File: src/rtl/hdmi_pkg.sv
// Shared TMDS definitions: control tokens, word/disparity widths and a ones counter
// used by every channel encoder of the HDMI/DVI transmitter.
package hdmi_pkg;

  localparam int TMDS_W = 10;
  localparam int DISP_W = 5;

  localparam logic [TMDS_W-1:0] CTRL_00 = 10'b1101010100;
  localparam logic [TMDS_W-1:0] CTRL_01 = 10'b0010101011;
  localparam logic [TMDS_W-1:0] CTRL_10 = 10'b0101010100;
  localparam logic [TMDS_W-1:0] CTRL_11 = 10'b1010101011;

  function automatic logic [3:0] popcount8(input logic [7:0] v);
    logic [3:0] n;
    n = 4'd0;
    for (int i = 0; i < 8; i++) begin
      n = n + 4'(v[i]);
    end
    return n;
  endfunction

endpackage

File: src/rtl/tmds_encoder.sv
// Three-stage pipelined TMDS 8b/10b encoder for one colour channel: transition
// minimisation, then DC balancing against a running disparity, or control tokens in blanking.
module tmds_encoder
  import hdmi_pkg::*;
(
  input  logic              vga_clk,
  input  logic              sys_rst_n,
  input  logic [7:0]        data_in,
  input  logic              c0,
  input  logic              c1,
  input  logic              de,
  output logic [TMDS_W-1:0] data_out
);

  logic       vld_1, vld_2;
  logic       de_1, c0_1, c1_1;
  logic [7:0] data_1;
  logic [3:0] n1_d;

  logic       de_2, c0_2, c1_2;
  logic [8:0] q_m;
  logic [3:0] n1_qm, n0_qm;

  logic signed [DISP_W-1:0] cnt;
  logic signed [DISP_W-1:0] cnt_next;
  logic [TMDS_W-1:0]        out_next;

  logic       use_xnor;
  logic [8:0] q_m_comb;
  logic [3:0] n1_comb;

  function automatic logic [8:0] build_qm(input logic [7:0] d, input logic xnor_sel);
    logic [8:0] q;
    q[0] = d[0];
    for (int i = 1; i < 8; i++) begin
      q[i] = xnor_sel ? ~(q[i-1] ^ d[i]) : (q[i-1] ^ d[i]);
    end
    q[8] = ~xnor_sel;
    return q;
  endfunction

  // The valid bits keep data_out at 0 until real samples have filled the pipe.
  always_ff @(posedge vga_clk or negedge sys_rst_n) begin
    if (!sys_rst_n) begin
      vld_1  <= 1'b0;
      de_1   <= 1'b0;
      c0_1   <= 1'b0;
      c1_1   <= 1'b0;
      data_1 <= 8'd0;
      n1_d   <= 4'd0;
    end else begin
      vld_1  <= 1'b1;
      de_1   <= de;
      c0_1   <= c0;
      c1_1   <= c1;
      data_1 <= data_in;
      n1_d   <= popcount8(data_in);
    end
  end

  always_comb begin
    use_xnor = (n1_d > 4'd4) || ((n1_d == 4'd4) && !data_1[0]);
    q_m_comb = build_qm(data_1, use_xnor);
    n1_comb  = popcount8(q_m_comb[7:0]);
  end

  always_ff @(posedge vga_clk or negedge sys_rst_n) begin
    if (!sys_rst_n) begin
      vld_2 <= 1'b0;
      de_2  <= 1'b0;
      c0_2  <= 1'b0;
      c1_2  <= 1'b0;
      q_m   <= 9'd0;
      n1_qm <= 4'd0;
      n0_qm <= 4'd0;
    end else begin
      vld_2 <= vld_1;
      de_2  <= de_1;
      c0_2  <= c0_1;
      c1_2  <= c1_1;
      q_m   <= q_m_comb;
      n1_qm <= n1_comb;
      n0_qm <= 4'd8 - n1_comb;
    end
  end

  // DC balancing: choose whether to invert q_m[7:0] so the running disparity heads to 0.
  always_comb begin
    logic signed [DISP_W-1:0] n1_s, n0_s, diff;
    logic                     cnt_pos, cnt_neg;
    out_next = '0;
    cnt_next = cnt;
    n1_s     = signed'({1'b0, n1_qm});
    n0_s     = signed'({1'b0, n0_qm});
    diff     = n1_s - n0_s;
    cnt_pos  = !cnt[DISP_W-1] && (cnt != '0);
    cnt_neg  = cnt[DISP_W-1];
    if (!vld_2) begin
      out_next = '0;
      cnt_next = '0;
    end else if (!de_2) begin
      cnt_next = '0;
      unique case ({c1_2, c0_2})
        2'b00:   out_next = CTRL_00;
        2'b01:   out_next = CTRL_01;
        2'b10:   out_next = CTRL_10;
        default: out_next = CTRL_11;
      endcase
    end else if ((cnt == '0) || (n1_qm == n0_qm)) begin
      out_next = {~q_m[8], q_m[8], q_m[8] ? q_m[7:0] : ~q_m[7:0]};
      cnt_next = q_m[8] ? (cnt + diff) : (cnt - diff);
    end else if ((cnt_pos && (n1_qm > n0_qm)) || (cnt_neg && (n0_qm > n1_qm))) begin
      out_next = {1'b1, q_m[8], ~q_m[7:0]};
      cnt_next = cnt + (q_m[8] ? 5'sd2 : 5'sd0) - diff;
    end else begin
      out_next = {1'b0, q_m[8], q_m[7:0]};
      cnt_next = cnt - (q_m[8] ? 5'sd0 : 5'sd2) + diff;
    end
  end

  always_ff @(posedge vga_clk or negedge sys_rst_n) begin
    if (!sys_rst_n) begin
      data_out <= '0;
      cnt      <= '0;
    end else begin
      data_out <= out_next;
      cnt      <= cnt_next;
    end
  end

endmodule
File: config.mk
export PLATFORM = sky130hd
export DESIGN_NAME = tmds_encoder
export DESIGN_NICKNAME = d
export VERILOG_FILES = /design/src/rtl/hdmi_pkg.sv /design/src/rtl/tmds_encoder.sv
export SDC_FILE = /design/constraint.sdc
export NUM_CORES = 1
export LEC_CHECK = 0
export CAP_MARGIN = 20
export CORE_ASPECT_RATIO = 0.5
export CORE_UTILIZATION = 52
export DETAILED_ROUTE_END_ITERATION = 6
export PLACE_DENSITY = 0.8
export SKIP_LAST_GASP = 1
export SLEW_MARGIN = 10
export SYNTH_ARGS = -nofsm -noshare
export SYNTH_HDL_FRONTEND = slang
export SYNTH_SLANG_ARGS = --single-unit
export TNS_END_PERCENT = 100
File: constraint.sdc
create_clock -name vga_clk -period 6.35 [get_ports vga_clk]
set_input_delay 1.27 -clock vga_clk [delete_from_list [all_inputs] [get_ports vga_clk]]
set_output_delay 1.27 -clock vga_clk [all_outputs]
set_load 0.005 [all_outputs]
==> Word-level counts from Yosys, hierarchy flattened <==
Index checks and enable logic that the tools add are counted.
{ "op_classes": {"n_bitwise": 17, "magnitude_cmp": 3, "n_addsub": 22, "n_reduce_logical": 12, "n_mux": 20, "eq_ne": 4} }
{ "ops": {"columns": ["cell", "n"], "rows": [
  ["$mux 10", 4],
  ["$add 4x1->4", 8],
  ["$pmux 10 s3", 1],
  ["$mux 5", 5],
  ["$add 5x5->5", 2],
  ["$sub 5x5->5", 2],
  ["$not 1->1", 9],
  ["$add 3x1->4", 2],
  ["$gt 4x4->1", 2],
  ["$mux 8", 1],
  ["$not 8->8", 1],
  ["$mux 1", 7],
  ["$xor 1x1->1", 7],
  ["$add 2x1->3", 2],
  ["$add 5x3->5", 1],
  ["$logic_not 5->1", 1],
  ["$reduce_bool 5->1", 1],
  ["$sub 4x4->5", 1],
  ["$sub 5x3->5", 1],
  ["$add 1x1->2", 2],
  ["$eq 4x3->1 const B", 1],
  ["$eq 4x4->1", 1],
  ["$gt 4x3->1 const B", 1],
  ["$logic_and 1x1->1", 4],
  ["other kinds (7)", 11]
]} }
{ "word_totals": {"inputBits": 13, "elab_cells": 93, "output_inout_bits": 10, "reg_bits": 52} }

==> Logic depth before layout (Yosys ltp) <==
Gate-level depths: netlist (run 1).
{ "logic_depth": {"ltp_word": 24, "ltp_mapped": 15, "depth_no_buf": 15} }

==> Worst setup path after synthesis (run 1) <==
Ideal clock, no wire load.
{ "synth_timing": {"path_type": "reg-to-reg", "from": "register data_1[0]", "to": "register n0_qm[3]", "path_buffers": 0, "setup_slack_ps": 2347, "arrival_ps": 3871, "synth_period_minus_slack_ps": 4003, "stages_incl_launch_ff": 16, "required_ps": 6218, "setup_ps": 132, "path_cell_list": "dfrtp_1 > inv_1 > or3_1 > a21oi_4 > xor2_1 > inv_1 > fa_1 > fa_1 > inv_1 > fa_1 > ha_1 > inv_1 > fa_1 > xnor2_1 > nor3_1 > xor2_1"} }
{ "synth_between": {"elab_chain_len": 24, "word_cells_on_any_way": 32, "classes_between": "add/sub (8); mux (7); bitwise (14); reduce/logical (3)"} }
{ "synth_lines": {"columns": ["item", "line_no", "source"], "rows": [
  ["start, declared", "tmds_encoder.sv:17", "logic [7:0] data_1;"],
  ["start signal, assigned", "tmds_encoder.sv:56", "data_1 <= data_in;"],
  ["$logic_not 1->1", "tmds_encoder.sv:62", "use_xnor = (n1_d > 4'd4) || ((n1_d == 4'd4) && !data_1[0]);"],
  ["$logic_and 1x1->1", "tmds_encoder.sv:62", null],
  ["$logic_or 1x1->1", "tmds_encoder.sv:62", null],
  ["$mux 1 *", "tmds_encoder.sv:36", "q[i] = xnor_sel ? ~(q[i-1] ^ d[i]) : (q[i-1] ^ d[i]);"],
  ["named net q_m_comb[1]", "tmds_encoder.sv:29", "logic [8:0] q_m_comb;"],
  ["branches (longest 18 deep; another with $add 3x1->4)", null, null],
  ["$add 4x1->4 *", "hdmi_pkg.sv:17", "n = n + 4'(v[i]);"],
  ["named net n1_comb[2]", "tmds_encoder.sv:30", "logic [3:0] n1_comb;"],
  ["$sub 4x4->4 *", "tmds_encoder.sv:83", "n0_qm <= 4'd8 - n1_comb;"],
  ["end signal, assigned", "tmds_encoder.sv:83", null],
  ["end, declared", "tmds_encoder.sv:22", "logic [3:0] n1_qm, n0_qm;"]
]} }
Mark *: on every way through the listed nets, which the timed path passes.

==> Worst setup path in the final report (run 1) <==
Same ends and word-level chain as after synthesis.

==> results of run 1 <==
==> kinds of logic after synthesis <==
family	Yosys count	share of synthesized area
DFF	50	0.438
xor gates and xnor gates	33	0.112
AOI/OAI and AO/OA	41	0.0923
other	1	0.00131
muxes	1	0.00350
and+or+nand+nor	38	0.0735
buffers and inverters	45	0.0621
adders and majority gates	42	0.218
==> path summary, 6_finish.rpt <==
path / endpoint / slack (ns)
max in group asynchronous: cnt[1]$_DFF_PN0_ / 5.06
min in group asynchronous: data_1[3]$_DFF_PN0_ / 0.83
min reg2reg: c1_2$_DFF_PN0_ / 0.36
max: n0_qm[3]$_DFF_PN0_ / 2.08
min: c1_2$_DFF_PN0_ / 0.36
max reg2reg: n0_qm[3]$_DFF_PN0_ / 2.08
==> registers in the layout, indices dropped and copies added, names as in the netlist <==
name and cells:
data_out 10, q_m 9, data_1 8, cnt 5, n1_d 4, n0_qm 3
n1_qm 3, c0_1 1, c0_2 1, c1_1 1, c1_2 1, de_1 1
de_2 1, vld_1 1, vld_2 1
==> critical path: cells and delay by family, from the launching register on <==
family,cells,cell delay (ns)
DFF,1,0.42
adders and majority gates,5,2.02
buffers and inverters,4,0.28
AOI/OAI and AO/OA,1,0.25
and+or+nand+nor,2,0.52
xor gates and xnor gates,3,0.65
==> Yosys cell counts (6+ instances only) <==
cell type | instances | area [um^2]
dfrtp_1 | 50 | 1250
inv_1 | 41 | 154
ha_1 | 29 | 363
xnor2_1 | 21 | 184
a21oi_1 | 15 | 75.1
fa_1 | 13 | 260
xor2_1 | 8 | 70.1
nor2_1 | 7 | 26.3
o21ai_0 | 6 | 30.0
==> routing by layer <==
| layer | vias to the layer above | global-route usage | wire length, um |
|---|---|---|---|
| met5 | - | 0 | 0 |
| met4 | 0 | 0.0776 | 89 |
| met3 | 9 | 0.0369 | 108 |
| met2 | 22 | 0.366 | 2480 |
| met1 | 844 | 0.214 | 2000 |
| li1 | 863 | - | - |
==> cell type report <==
| cell class | instances | area [um^2] |
|---|---|---|
| multi-input cells | 156 | 1430 |
| clock inverters | 1 | 5.00 |
| clock buffers | 7 | 86.3 |
| fillers | 395 | 1860 |
| well taps | 70 | 87.6 |
| inverters | 41 | 154 |
| repair buffers | 23 | 235 |
| flip-flops and latches | 50 | 1250 |
==> through the flow <==
| step | area, um^2 | hold WS [ns] |
|---|---|---|
| floorplan | 2860 | 0.331 |
| global placement | 3140 | 0.333 |
| global route | 3250 | 0.362 |
| finish | 3250 | 0.356 |
| detailed placement | 3140 | 0.341 |
| CTS | 3230 | 0.358 |
==> results.cfg, run 1 <==
[final_layout]
num-nets-final = 332
fin_util = 0.636
antenna_cells = 0
layoutNonFillerInstCount = 348
layout_common_cells = 50 x dfrtp_1, 41 x inv_1, 29 x ha_1, 21 x xnor2_1, 21 x clkdlybuf4s50_1
syn2layout_area_growth_pct = 13.7
final_common_cell = dfrtp_1
drive_gt1_frac = 0.0612

[clock_tree]
cts_resized = 0
max-clock-path-buffers = 2
postCtsHoldBufs = 0
htree_levels = 2
clkTransAtPathRegs_ns = 0.08
clkSinkCount = 50
post-cts-setup-buffer-count = 0
cts_tree = yes
cts_root_buf = clkbuf_8
numCtsBuffers = 5
clk_latency_ns = 0.30

[sta]
setup_viol = 0
max_freq_mhz = 234
finalCriticalPeriod_ns = 4.27
skew_ns = 0.00394
worst_slew_pin_slew_ns = 0.604
layout_setup_ws_ns = 2.08
period_share = 0.672
hold_viol = 0
rsz0062_at_grt = no
fin_tns_setup_ns = 0
finalMaxSlewViolations = 0
max_slew_margin = 0.594

[critical_path]
path_max_fanout = 4
reg2reg_from = data_1[0]$_DFF_PN0_
required_ns = 6.54
crit_start = data_1[0]$_DFF_PN0_
cp_cell_sequence = inv_1 > or3_1 > a21oi_4 > xor2_1 > inv_1 > fa_1 > fa_1 > inv_1 > fa_1 > ha_1 > inv_1 > fa_1 > xnor2_1 > nor3_1 > xor2_1
critPathSlowestCell = fa_1
crit_type = reg -> reg
r2r_cells = 15
startpoint_type = register
worstPathArrival_ns = 4.45
worst_path_largest_cell_delay_ns = 0.51
cp-end-kind = register

[die]
start_util = 0.559
fp.dieArea_mm2 = 0.00582
num_rows = 18
dieHeight_um = 54.4
fp.coreArea_mm2 = 0.00511
ioPinCount = 23
die_w_um = 107

[hold_path]
hold_depth = 0
hp-start = c1_1$_DFF_PN0_
hp-class = reg -> reg

[placement]
dp_slack_ns = 2.06
gp_congestion = 0.842
dp_hpwl_um = 3710
port_buffers = 22
place_inst = 339

[global_route]
grt_usage = 0.189
grt.overflow.total = 0
grt_start_max_net_pins = 51
grt_pass1_wl_um = 8020
grt_pass1_vias = 1773
antenna_found_initial = 0

[yosys]
syn_nets = 306
syn_inst = 251
avgSynthCellArea_um2 = 11.4
synth_ff_type = dfrtp_1
syn_area_mm2 = 0.00286
synthArstFlopShare = 1.00
synth.ff_latch_count = 50
ys_seq_area_frac = 0.438
synth.distinct_cells = 43
ys_warn_count = 0
synth_edf_count = 0

[drt]
vias = 1738
wl_per_cell_um = 13.4
finalWirelength_um = 4670
drt-initial-drc-count = 59
vias_per_cell = 4.99
ant_nets = 0
first_pass_iters = 4
drc = 0

[outcome]
status = finished clean

[job]
drv_cap = 0
Power of run 1 is left out: the tool's default activity adds up to more than one toggle a clock period on the data nets, which glitch-free logic cannot reach.
==> run 2, diff against run 1 <==
--- a/config.mk
+++ b/config.mk
@@ -9,7 +9,7 @@
 export CORE_ASPECT_RATIO = 0.5
 export CORE_UTILIZATION = 52
 export DETAILED_ROUTE_END_ITERATION = 6
-export PLACE_DENSITY = 0.8
+export PLACE_DENSITY = 0.82
 export SKIP_LAST_GASP = 1
 export SLEW_MARGIN = 10
 export SYNTH_ARGS = -nofsm -noshare
==> constraint.sdc (replaced) <==
create_clock -name vga_clk -period 3.9 [get_ports vga_clk]
set_input_delay 0.78 -clock vga_clk [delete_from_list [all_inputs] [get_ports vga_clk]]
set_output_delay 0.78 -clock vga_clk [all_outputs]
set_load 0.005 [all_outputs]
==> run 2 against run 1 <==
The flow now finishes with violations (negative setup slack). Hold slack improved by 0.00068 ns. Critical path depth did not move. Critical path type unchanged. Clock skew rose by 0.0057 ns. Sequential share of layout area fell by 1.0 points. Largest cell class unchanged. Via count rose by 1.0%. Utilization rose by 1.7 points.
==> results.cfg, run 2 (same netlist as run 1, synthesis figures left out) <==
[drt]
drt-initial-drc-count = 145
drc = 0
finalWirelength_um = 4650
first_pass_iters = 5
vias_per_cell = 4.96
vias = 1756
wl_per_cell_um = 13.1
ant_nets = 0

[critical_path]
endpoint = n0_qm[3]$_DFF_PN0_
r2r_end = n0_qm[3]$_DFF_PN0_
reg2reg_slack_ns = -0.03
worstPathArrival_ns = 4.16
crit_type = reg -> reg
required_ns = 4.13
r2r_cells = 15
cp-end-kind = register
reg2reg_from = data_1[0]$_DFF_PN0_
startpoint_type = register
path_max_fanout = 2
crit_start = data_1[0]$_DFF_PN0_

[placement]
port_buffers = 22
gp_congestion = 0.832
dp_hpwl_um = 3650

[global_route]
grt.overflow.total = 0
grt_start_max_net_pins = 51
antenna_found_initial = 0
grt_pass1_vias = 1812
grt_usage = 0.185
grt_pass1_wl_um = 8000

[die]
die_w_um = 107
num_rows = 18
ioPinCount = 23
fp.coreArea_mm2 = 0.00511
dieHeight_um = 54.4
fp.dieArea_mm2 = 0.00582
start_util = 0.559

[sta]
skew_ns = 0.00967
finalCriticalPeriod_ns = 3.93
worst_slew_pin_slew_ns = 0.630
finalMaxSlewViolations = 0
hold_slack_ns = 0.356
setup_viol = 1
hold_viol = 0
rsz0062_at_grt = yes
max_freq_mhz = 255
layout_setup_ws_ns = -0.0291
max_slew_margin = 0.576
period_share = 1.01

[clock_tree]
clkSinkCount = 50
clkTransAtPathRegs_ns = 0.09
cts_root_buf = clkbuf_8
htree_levels = 2
cts_tree = yes
clk_latency_ns = 0.30
max-clock-path-buffers = 2
numCtsBuffers = 5

[final_layout]
regMostFlops = data_out
final_common_cell = dfrtp_1
largest_reg_flops = 10
antenna_cells = 0
drive_gt1_frac = 0.106
reg_top3 = data_out: 10 flops, q_m: 9 flops, data_1: 8 flops
layout_common_cells = 50 x dfrtp_1, 39 x inv_1, 28 x ha_1, 21 x clkdlybuf4s50_1, 20 x xnor2_1
num-nets-final = 338
syn2layout_area_growth_pct = 16.7

[hold_path]
hp-start = c0_1$_DFF_PN0_
hp-class = reg -> reg

[outcome]
violations = negative setup slack
status = finished with violations

[job]
drv_cap = 0
[run 2: repair_timing]
item | in CTS | in global routing
endpoints found under the setup margin | 2 | 3
gates resized for setup | 0 | 3
buffers inserted | 0 | 0
hold buffers | 0 | 0
pin swaps | 1 | 0
[run 2: per-layer routing]
metal | GRT usage | vias up | wire [um]
met5 | 0 | - | 0
met4 | 0.0388 | 0 | 35
met3 | 0.0476 | 4 | 106
met2 | 0.373 | 18 | 2490
met1 | 0.204 | 861 | 2010
li1 | - | 873 | -
[run 2: worst min-delay path by stage]
stage	end	depth (start not counted)
after detailed placement	c0_2$_DFF_PN0_	0
final	c0_2$_DFF_PN0_	0
after global placement	c1_2$_DFF_PN0_	0
after global routing	c1_2$_DFF_PN0_	0
after CTS	c0_2$_DFF_PN0_	0
after floorplan	c0_2$_DFF_PN0_	0
[run 2: cell type report]
type,count,area (um^2)
inverter,41,154
multi-input combinational,156,1450
fill,375,1780
clock buffer,5,68.8
timing repair buffer,29,280
clock inverter,3,45.0
sequential,50,1250
tap,70,87.6
[run 2: stage by stage]
| step | setup TNS, ns | worst slack [ns] | instances | instance area, um^2 | util |
|---|---|---|---|---|---|
| after global routing | -0.494 | -0.210 | 354 | 3340 | 0.653 |
| final | -0.0291 | -0.0291 | 354 | 3340 | 0.653 |
| after floorplan | -0.00867 | -0.00867 | 251 | 2880 | - |
| after detailed placement | -0.0437 | -0.0380 | 345 | 3200 | 0.626 |
| after global placement | 0 | 0.0837 | 345 | 3200 | 0.626 |
| after CTS | -0.0882 | -0.0639 | 353 | 3310 | 0.648 |
[run 2: worst max-delay path: stages (launching register included)]
cell and delay (ns):
dfrtp_1 0.37, inv_2 0.04, or3_4 0.39, a21oi_4 0.14, xor2_1 0.19, inv_1 0.08
fa_1 0.49, fa_1 0.52, inv_1 0.05, fa_1 0.48, ha_2 0.18, inv_2 0.04
fa_1 0.49, inv_1 0.07, nor3_2 0.17, xor2_1 0.16
Power of run 2 is left out for the same reason.
==> run 3, diff against run 2 <==
--- a/config.mk
+++ b/config.mk
@@ -9,7 +9,7 @@
 export CORE_ASPECT_RATIO = 0.5
 export CORE_UTILIZATION = 52
 export DETAILED_ROUTE_END_ITERATION = 6
-export PLACE_DENSITY = 0.82
+export PLACE_DENSITY = 0.8
 export SKIP_LAST_GASP = 1
 export SLEW_MARGIN = 10
 export SYNTH_ARGS = -nofsm -noshare
==> constraint.sdc (replaced) <==
create_clock -name vga_clk -period 4.8 [get_ports vga_clk]
set_input_delay 0.96 -clock vga_clk [delete_from_list [all_inputs] [get_ports vga_clk]]
set_output_delay 0.96 -clock vga_clk [all_outputs]
set_load 0.005 [all_outputs]
==> run 3 against run 2 <==
Die area stayed put. Critical path depth stayed put. Flip-flop and latch count stayed put. Clock skew is 0.0018 ns lower. The flow now finishes without violations. Utilization is 0.81 points lower. Sequential share of layout area is 0.47 points higher. Non-clock buffer count is 6 lower. Largest cell class unchanged. Via count is 1.4% higher. Worst setup slack better by 0.50 ns. Highest routed layer unchanged.
==> results.cfg, run 3 (same netlist as run 1, synthesis figures left out) <==
[outcome]
status = finished clean

[sta]
period_share = 0.903
skew_ns = 0.00784
hold_viol = 0
fin_tns_setup_ns = 0
worst_slew_pin_slew_ns = 0.678
finalMaxSlewViolations = 0
setup_viol = 0
max_freq_mhz = 231
finalCriticalPeriod_ns = 4.33
max_slew_margin = 0.544
rsz0062_at_grt = no

[critical_path]
cp_cell_sequence = inv_1 > or3_1 > a21oi_4 > xor2_1 > inv_1 > fa_1 > fa_1 > inv_1 > fa_1 > ha_1 > inv_1 > fa_1 > xnor2_1 > nor3_1 > xor2_1
worstPathArrival_ns = 4.50
r2r_cells = 15
critPathSlowestCell = fa_1
path_max_fanout = 4
crit_start = data_1[0]$_DFF_PN0_
startpoint_type = register
crit_type = reg -> reg
cpLargestDelayFamily = adder cells
critPathBufInv = 4
reg2reg_from = data_1[0]$_DFF_PN0_
cp-end-kind = register
required_ns = 4.97
r2r_end = n0_qm[3]$_DFF_PN0_
worst_path_largest_cell_delay_ns = 0.52
reg2reg_slack_ns = 0.47

[global_route]
use_met3 = 0.0381
grtUsageMet1 = 0.209
grt_start_max_net_pins = 51
grt_pass1_vias = 1852
grt_pass1_wl_um = 8260
use_met2 = 0.382
grt_usage = 0.192
grt_busiest_layer = met2
grt.overflow.total = 0
antenna_found_initial = 0

[clock_tree]
htree_levels = 2
clkSinkCount = 50
numCtsBuffers = 5
post-cts-setup-buffer-count = 0
cts_root_buf = clkbuf_8
cts_resized = 0
clk_latency_ns = 0.30
max-clock-path-buffers = 2
clkTransAtPathRegs_ns = 0.09
cts_tree = yes
postCtsHoldBufs = 0

[placement]
port_buffers = 22
dp_hpwl_um = 3650
gp_congestion = 0.817

[hold_path]
hold_end = de_2$_DFF_PN0_
hp-start = de_1$_DFF_PN0_
hold_depth = 0
hp-class = reg -> reg

[final_layout]
drive_gt1_frac = 0.0647
syn2layout_area_growth_pct = 15.3
final_common_cell = dfrtp_1
largest_reg_flops = 10
regMostFlops = data_out
reg_top3 = data_out: 10 flops, q_m: 9 flops, data_1: 8 flops
antenna_cells = 0
layout_common_cells = 50 x dfrtp_1, 41 x inv_1, 29 x ha_1, 21 x xnor2_1, 21 x clkdlybuf4s50_1
num-nets-final = 332

[die]
fp.dieArea_mm2 = 0.00582
start_util = 0.559
fp.coreArea_mm2 = 0.00511
die_w_um = 107
num_rows = 18
ioPinCount = 23
dieHeight_um = 54.4

[job]
drv_cap = 0

[drt]
ant_nets = 0
vias = 1780
finalWirelength_um = 4830
vias_per_cell = 5.11
first_pass_iters = 4
wl_per_cell_um = 13.9
drc = 0
drt-initial-drc-count = 67
[run 3: worst max path at each step]
stage / end / depth (start not counted)
after floorplan: n0_qm[3]$_DFF_PN0_ / 15
after global placement: n0_qm[3]$_DFF_PN0_ / 15
after detailed placement: n0_qm[3]$_DFF_PN0_ / 15
after CTS: n0_qm[3]$_DFF_PN0_ / 15
after global routing: n0_qm[3]$_DFF_PN0_ / 15
final: n0_qm[3]$_DFF_PN0_ / 15
[run 3: area by class of cell]
type | count | area (um^2)
tap | 70 | 87.6
timing repair buffer | 23 | 235
inverter | 41 | 154
fill | 386 | 1820
clock inverter | 3 | 68.8
clock buffer | 5 | 68.8
multi-input combinational | 156 | 1430
sequential | 50 | 1250
[run 3: through the flow]
step	instance area, um^2	hold slack, ns	cells	setup WS (ns)	util
6_report	3300	0.354	348	0.467	0.645
5_1_grt	3300	0.360	348	0.169	0.645
4_1_cts	3280	0.356	347	0.417	0.641
3_5_place_dp	3140	0.336	339	0.501	0.614
3_3_place_gp	3140	0.332	339	0.700	0.614
2_1_floorplan	2860	0.331	251	0.797	-
[run 3: layer usage]
layer / wire (um) / up-vias / share of wire
li1: - / 865 / -
met1: 2020 / 877 / 0.42
met2: 2590 / 29 / 0.54
met3: 113 / 9 / 0.023
met4: 102 / 0 / 0.021
met5: 0 / - / 0
Power of run 3 is left out for the same reason.
